**config.mk**
```make
export PLATFORM = sky130hd
export DESIGN_NAME = regfile_wb_arbiter
export DESIGN_NICKNAME = d
export VERILOG_FILES = /design/src/rtl/regfile_pkg.sv /design/src/rtl/wb_fifo.sv /design/src/rtl/regfile_wb_arbiter.sv
export SDC_FILE = /design/constraint.sdc
export NUM_CORES = 1
export LEC_CHECK = 0
export CORE_AREA = 2 2 147 149
export CTS_BUF_LIST = sky130_fd_sc_hd__clkbuf_16
export CTS_CLUSTER_SIZE = 25
export DETAILED_ROUTE_END_ITERATION = 8
export DIE_AREA = 0 0 149 151
export HOLD_SLACK_MARGIN = 0.06
export PLACE_DENSITY_LB_ADDON = 0.1
export SYNTH_ARGS = -nofsm -noshare
export SYNTH_HDL_FRONTEND = slang
export SYNTH_SLANG_ARGS = --single-unit
```
**constraint.sdc**
```tcl
create_clock -name clk -period 4.65 [get_ports clk]
set_input_delay 0.465 -clock clk [delete_from_list [all_inputs] [get_ports clk]]
set_output_delay 0.465 -clock clk [all_outputs]
set_load 0.01 [all_outputs]
```
**src/rtl/regfile_pkg.sv**
```systemverilog
// Shared types for the register file write-back path.
// Result bundle carried from ALU/LSU to the write port.
package regfile_pkg;
   localparam int XLEN      = 32;
   localparam int NUM_REGS  = 32;
   localparam int REG_IDX_W = 5;

   typedef struct packed {
      logic [REG_IDX_W-1:0] rd;
      logic [XLEN-1:0]      data;
   } wb_req_t;
endpackage

```
**src/rtl/wb_fifo.sv**
```systemverilog
// Small synchronous FIFO of write-back requests.
// Depth is a power of two; pointers carry one wrap bit.
module wb_fifo
   import regfile_pkg::*;
#(
   parameter int DEPTH = 4
) (
   input  logic    clk,
   input  logic    rst_n,
   input  logic    push,
   input  logic    pop,
   input  wb_req_t din,
   output wb_req_t dout,
   output logic    full,
   output logic    empty
);
   localparam int AW = $clog2(DEPTH);

   wb_req_t      mem_q [DEPTH];
   logic [AW:0]  wr_q, wr_d;
   logic [AW:0]  rd_q, rd_d;
   logic         do_push;
   logic         do_pop;

   assign empty   = (wr_q == rd_q);
   assign full    = (wr_q[AW] != rd_q[AW]) &&
                    (wr_q[AW-1:0] == rd_q[AW-1:0]);
   assign do_push = push && !full;
   assign do_pop  = pop && !empty;
   assign dout    = mem_q[rd_q[AW-1:0]];

   // next pointer values, wrapping through the extra bit
   always_comb begin
      wr_d = wr_q;
      rd_d = rd_q;
      if (do_push) wr_d = wr_q + 1'b1;
      if (do_pop)  rd_d = rd_q + 1'b1;
   end

   // pointer registers, emptied by reset
   always_ff @(posedge clk) begin
      if (!rst_n) begin
         wr_q <= '0;
         rd_q <= '0;
      end else begin
         wr_q <= wr_d;
         rd_q <= rd_d;
      end
   end

   // storage array; contents are don't-care while empty
   always_ff @(posedge clk) begin
      if (do_push) mem_q[wr_q[AW-1:0]] <= din;
   end
endmodule

```
**src/rtl/regfile_wb_arbiter.sv**
```systemverilog
// Arbitrates ALU and buffered LSU results onto the single
// register file write port and tracks busy registers.
module regfile_wb_arbiter
   import regfile_pkg::*;
#(
   parameter int XLEN         = 32,
   parameter int LSU_DEPTH    = 4,
   parameter int STARVE_LIMIT = 3
) (
   input  logic            clk,
   input  logic            rst_n,
   input  logic            alu_valid,
   output logic            alu_ready,
   input  logic [4:0]      alu_rd,
   input  logic [XLEN-1:0] alu_data,
   input  logic            lsu_valid,
   output logic            lsu_ready,
   input  logic [4:0]      lsu_rd,
   input  logic [XLEN-1:0] lsu_data,
   input  logic            issue_valid,
   input  logic [4:0]      issue_rd,
   input  logic [4:0]      rs1,
   input  logic [4:0]      rs2,
   output logic            rs1_busy,
   output logic            rs2_busy,
   output logic            rf_write,
   output logic [4:0]      rf_writenum,
   output logic [XLEN-1:0] rf_write_data
);
   localparam int SW = $clog2(STARVE_LIMIT + 1);
   localparam logic [SW-1:0] LIMIT = SW'(STARVE_LIMIT);

   wb_req_t         lsu_req, alu_req, head, win;
   logic            f_full, f_empty;
   logic            block, alu_fire, pop;
   logic [SW-1:0]   starve_q, starve_d;
   logic [31:0]     busy_q, busy_d;
   logic            wr_q, wr_d;
   logic [4:0]      num_q, num_d;
   logic [XLEN-1:0] data_q, data_d;

   assign lsu_req = '{rd: lsu_rd, data: lsu_data};
   assign alu_req = '{rd: alu_rd, data: alu_data};

   wb_fifo #(.DEPTH(LSU_DEPTH)) u_fifo (
      .clk   (clk),
      .rst_n (rst_n),
      .push  (lsu_valid),
      .pop   (pop),
      .din   (lsu_req),
      .dout  (head),
      .full  (f_full),
      .empty (f_empty)
   );

   assign lsu_ready = !f_full;
   assign block     = (starve_q == LIMIT) && !f_empty;
   assign alu_ready = !block;
   assign alu_fire  = alu_valid && alu_ready;
   assign pop       = !alu_fire && !f_empty;
   assign win       = alu_fire ? alu_req : head;

   assign rs1_busy      = (rs1 != 5'd0) && busy_q[rs1];
   assign rs2_busy      = (rs2 != 5'd0) && busy_q[rs2];
   assign rf_write      = wr_q;
   assign rf_writenum   = num_q;
   assign rf_write_data = data_q;

   // pick the winner, update starvation and busy bits
   always_comb begin
      wr_d     = (alu_fire || pop) && (win.rd != 5'd0);
      num_d    = wr_d ? win.rd : num_q;
      data_d   = wr_d ? win.data : data_q;
      starve_d = starve_q;
      if (f_empty || pop)
         starve_d = '0;
      else if (alu_fire && starve_q != LIMIT)
         starve_d = starve_q + 1'b1;
      busy_d = busy_q;
      if (wr_q)
         busy_d[num_q] = 1'b0;
      if (issue_valid && issue_rd != 5'd0)
         busy_d[issue_rd] = 1'b1;
      busy_d[0] = 1'b0;
   end

   // state and registered write port
   always_ff @(posedge clk) begin
      if (!rst_n) begin
         wr_q     <= 1'b0;
         num_q    <= '0;
         data_q   <= '0;
         starve_q <= '0;
         busy_q   <= '0;
      end else begin
         wr_q     <= wr_d;
         num_q    <= num_d;
         data_q   <= data_d;
         starve_q <= starve_d;
         busy_q   <= busy_d;
      end
   end
endmodule

```
### Word-level counts from Yosys, hierarchy flattened

Memories as Yosys holds them, arrays and structs flattened. A register that Yosys moved wholly into a read port is not among the register bits.
Index checks and enable logic that the tools add are counted.

| word-level totals | value |
|---|---|
| register bits after elaboration | 78 |
| bits in writable memories | 148 |
| bits of input ports | 94 |
| output and inout bits | 42 |
| word-level logic and storage cells | 66 |
| memories kept | 1 |

| cells by class | value |
|---|---|
| $add $sub $neg | 3 |
| $lt $le $gt $ge | 6 |
| equal/unequal tests | 5 |
| muxes and demuxes | 15 |
| bitwise operators | 4 |
| reduce and logical (&&, ||, !) cells | 24 |

Memory list:

| name | words | bits a word | read ports | clocked after memory_dff | wr ports | RTL line | source |
|---|---|---|---|---|---|---|---|
| u_fifo.mem_q | 4 | 37 | 1 | 1 | 1 | wb_fifo.sv:19 | `wb_req_t mem_q [DEPTH];` |

Operators with widths:

| operator | number |
|---|---|
| $mux W32 | 2 |
| $mux W37 | 1 |
| $and A32 B32 Y32 | 1 |
| $not A32 Y32 | 1 |
| $or A32 B32 Y32 | 1 |
| $lt A5 B6 Y1 const B | 4 |
| $reduce_bool A5 Y1 | 4 |
| $logic_and A1 B1 Y1 | 13 |
| $bmux W1 S5 | 2 |
| $demux W1 S5 | 2 |
| $ge A5 B1 Y1 const B | 2 |
| $add A3 B1 Y3 const B | 2 |
| $mux W1 | 6 |
| $logic_not A1 Y1 | 4 |
| $mux W2 | 2 |
| $eq A3 B3 Y1 | 1 |
| $add A2 B1 Y2 const B | 1 |
| $eq A2 B2 Y1 | 1 |
| $eq A2 B2 Y1 const B | 1 |
| $logic_or A1 B1 Y1 | 2 |
| $ne A2 B2 Y1 const B | 1 |
| $reduce_or A2 Y1 | 1 |
| $ne A1 B1 Y1 | 1 |
| $not A1 Y1 | 1 |

### Longest topological paths before layout

| logic depth | value |
|---|---|
| word-level depth | 10 |
| mapped depth | 7 |

### Modules after synthesis

A second synthesis with hierarchy kept.

| unflattened totals | value |
|---|---|
| cell total of the unflattened synthesis | 730 |
| area, all modules | 9915.8 um2 |

Modules (own cells, without submodules):

| module | instances | cells an instance | area each (um2) | seq. area each (um2) |
|---|---|---|---|---|
| wb_fifo | 1 | 261 | 5890.6 | 4604.4 |
| regfile_wb_arbiter | 1 | 469 | 4025.1 | 1421.4 |

### Worst setup path before layout

OpenSTA, ideal clock, no wires.

| timing | value |
|---|---|
| path kind | input to output |
| start | input rs1[0] |
| end | output rs1_busy |
| arrival time | 2046 ps |
| required time | 4185 ps |
| path slack | 2139 ps |
| stages on the path | 4 |
| path buffers | 1 |
| cell sequence | clkbuf_1 > mux4_2 > mux4_2 > mux2_2 |

| between the ends | value |
|---|---|
| cells in the longest elaborated chain, start to end | 3 |
| elaborated cells on any way between the ends | 4 |

Ends and longest elaborated chain:

| item | RTL line | source |
|---|---|---|
| start, declared | regfile_wb_arbiter.sv:22 | `input logic [4:0] rs1,` |
| $bmux W1 S5 | regfile_wb_arbiter.sv:63 | `assign rs1_busy = (rs1 != 5'd0) && busy_q[rs1];` |
| $mux W1 (implied by the code) | regfile_wb_arbiter.sv:63 |  |
| $logic_and A1 B1 Y1 * | regfile_wb_arbiter.sv:63 |  |
| end, declared | regfile_wb_arbiter.sv:24 | `output logic rs1_busy,` |

Mark *: on every way between the ends. The rest lies on a longest branch, timed or not. The select of a mux whose other input is x is not followed.

### Final worst setup path

Ends and elaborated chain as after synthesis.

==> reports/qor.txt <==
Global-route wire length before repair - 33.6 mm
P per Cell Area - 444 nW/um2
H-tree Lvls - 1
Post-CTS sizing - 0
Vias in the first global route - 6166
Worst-path clk slew - 0.06 ns
Initial antenna violation count - 1
Tcrit/Tclk final - 0.743
Worst Path Arrival - 2.99 ns
Critical Path Start - rs1[0]
Syn_nets - 728
WL/cell - 20.5 um
Rows - 53
1st-pass router iterations - 5
Synth Area per Inst - 14.9 um2
HP Class - reg2reg
Slew at the pin closest to its max-slew limit - 1.21 ns
CP max FO - 9
Post-DP HPWL - 14.2 mm
Die Width - 149 um
Core Area - 20800 um2
Slew Viols, Final - 0
WP data required - 4.18 ns
Worst-case headroom to the max-slew limit - 0.192
Static leakage - 3.88 nW
Residual DRC - 0
Type of the worst setup path - in2out
Via density - 5.53
VDD IR max - 0.318 mV
1st-iter DRT viols - 277
Initial core utilization - 0.448
Final hold slack - 0.426 ns
Syn. warnings - 0
Synth Area in Simple Gates - 0.0629
Die Span Y - 151 um
Post-CTS setup buffers - 0
# setup viols final - 0
Largest family of logic cells by synthesized area - multiplexers
Die area - 22500 um2
Yosys reg bits - 227
RSZ-0062 raised after global routing - no
Synthesized area - 9330 um2
Pwr Total - 5.19 mW
Hold path start - starve_q[0]
Synth Area in Adders - 0.00805
Final ANT Viol Nets - 0
Multiplexer share of the synthesized area - 0.184
Vias - 5841
Status - complete, no violations
CP Capture Type - output port
Final hold vios - 0
Setup TNS - 0 ns
Final min period - 3.46 ns
Clock Root Buffer - clkbuf_16
Nets@finish - 862
# clock sinks - 227
TritonCTS clock tree - built
# port buffers - 135
GPL Wtd Cong - 0.810
Fmax - 289 MHz
P&R area growth vs syn - 25.5%
Layout cells sized above 1 - 0.157
Number of buffers created by CTS - 25
I/O pins - 136
Max capacitance violation total - 0
Synth Area in Compound Gates - 0.0688
CP startpoint kind - primary input
Synth Instances - 628
Final core utilization - 0.562
Clk_lat worst skew - 0.51 ns
Cts-stage hold buffer count - 0
Synth Area in XOR/XNOR - 0.00993
Synth unique cells - 42
Clock Path Buffers - 3
R2r startpoint - u_fifo.wr_q[0]
Wirelength, routed - 21.6 mm
Sequential area share after synthesis - 0.646
Worst clock skew - 0.00989 ns
Largest net degree at the start of global routing - 40
Global route overflow - 0
GRT Util Overall - 0.195
cell type report:
cell class | instances | area (um2)
antenna | 1 | 2.50
inverter | 7 | 26.3
sequential | 227 | 6030
tap | 275 | 344
clock buffer | 25 | 626
clock inverter | 21 | 133
fill | 1704 | 9120
timing repair buffer | 144 | 1410
multi-input combinational | 357 | 3130
critical path, cell delays in order:
cell             delay (ns)
clkdlybuf4s50_1        0.76
mux4_2                 0.55
mux4_2                 0.47
mux2_2                 0.27
clkdlybuf4s50_1        0.47
per-layer routing:
layer / vias to the layer above / part of all wire / wire length, um / track usage
li1: 2696 / - / - / -
met1: 2914 / 0.41 / 8910 / 0.248
met2: 192 / 0.50 / 10800 / 0.338
met3: 37 / 0.072 / 1550 / 0.0437
met4: 2 / 0.018 / 380 / 0.0538
met5: - / 0.00074 / 16 / 0
where the power goes:
group          internal, mW  switching, mW  total, mW  leakage, nW
registers              2.31         0.0986       2.40         2.01
clock network          1.04          0.771       1.81        0.385
logic                 0.503          0.478      0.981         1.49
kinds of logic after synthesis:
family | count (synthesis)
AO/OA/AOI/OAI | 111
XOR/XNOR | 8
adder cells (fa/ha/maj) | 6
buffers and inverters | 44
flip-flops | 227
multiplexers | 102
AND/OR/NAND/NOR | 130
placed cells by master (no fill, tap or decap), types with 7 or more instances in the layout:
| cell type | instances |
|---|---|
| nand2_1 | 77 |
| clkdlybuf4s50_1 | 134 |
| dfxtp_1 | 77 |
| mux2i_1 | 39 |
| o21ai_0 | 36 |
| inv_1 | 9 |
| o22ai_1 | 33 |
| edfxtp_1 | 148 |
| nor2_1 | 20 |
| mux2_2 | 7 |
| buf_4 | 9 |
| clkbuf_16 | 25 |
| mux4_2 | 55 |
| a21oi_1 | 34 |
Yosys cell counts:
master,instances,share of area
buf_4,2,0.0016
o22ai_1,33,0.022
nor2b_1,1,0.00067
nand3_1,6,0.0032
ha_1,6,0.0080
nand3b_1,4,0.0032
nand4_1,1,0.00067
dfxtp_1,79,0.17
o21ai_0,36,0.019
nor3b_1,4,0.0032
o21a_1,2,0.0016
xor2_1,2,0.0019
and4b_1,1,0.0011
mux2_2,7,0.0085
or3_1,2,0.0013
buf_1,4,0.0016
buf_2,9,0.0048
and3b_1,2,0.0019
mux2i_1,39,0.042
and3_1,2,0.0013
a21oi_1,34,0.018
a31oi_1,2,0.0013
and2_1,4,0.0027
a31o_2,1,0.00094
a41oi_4,1,0.0030
nor2_1,20,0.0080
or3b_2,1,0.00094
o31a_1,1,0.00094
inv_1,6,0.0024
xnor2_2,3,0.0052
inv_2,1,0.00040
mux2_1,1,0.0012
xnor2_1,3,0.0028
nor3_1,2,0.0011
clkbuf_2,1,0.00054
edfxtp_1,148,0.48
nand2_1,77,0.031
and4_1,2,0.0019
nor4_1,1,0.00067
mux4_2,55,0.13
a31oi_2,1,0.0013
clkbuf_1,21,0.0085
worst paths after layout:
kind	endpoint	slack, ns	cells past startpoint
worst max-delay path	rs1_busy	1.19	5
worst min-delay path	starve_q[0]	0.43	1
worst max register to register	rf_write_data[20]	1.60	5
worst min register to register	starve_q[0]	0.43	1
stage by stage:
stage,setup WS [ns],instances,area [um2]
2_1_floorplan,2.14,628,9330
3_3_place_gp,1.22,1010,10900
3_5_place_dp,1.08,1010,10900
4_1_cts,1.18,1056,11700
5_1_grt,1.12,1056,11700
6_report,1.19,1057,11700
flip-flops by register name, indices dropped and copies added (netlist names), named ones only:
signal	cells
u_fifo.rd_q	3
u_fifo.wr_q	3
rf_writenum	5
rf_write_data	32
u_fifo.mem_q	148
starve_q	2
rf_write	1
busy_q	31
Note: power is estimated with default switching activity, not from simulation.
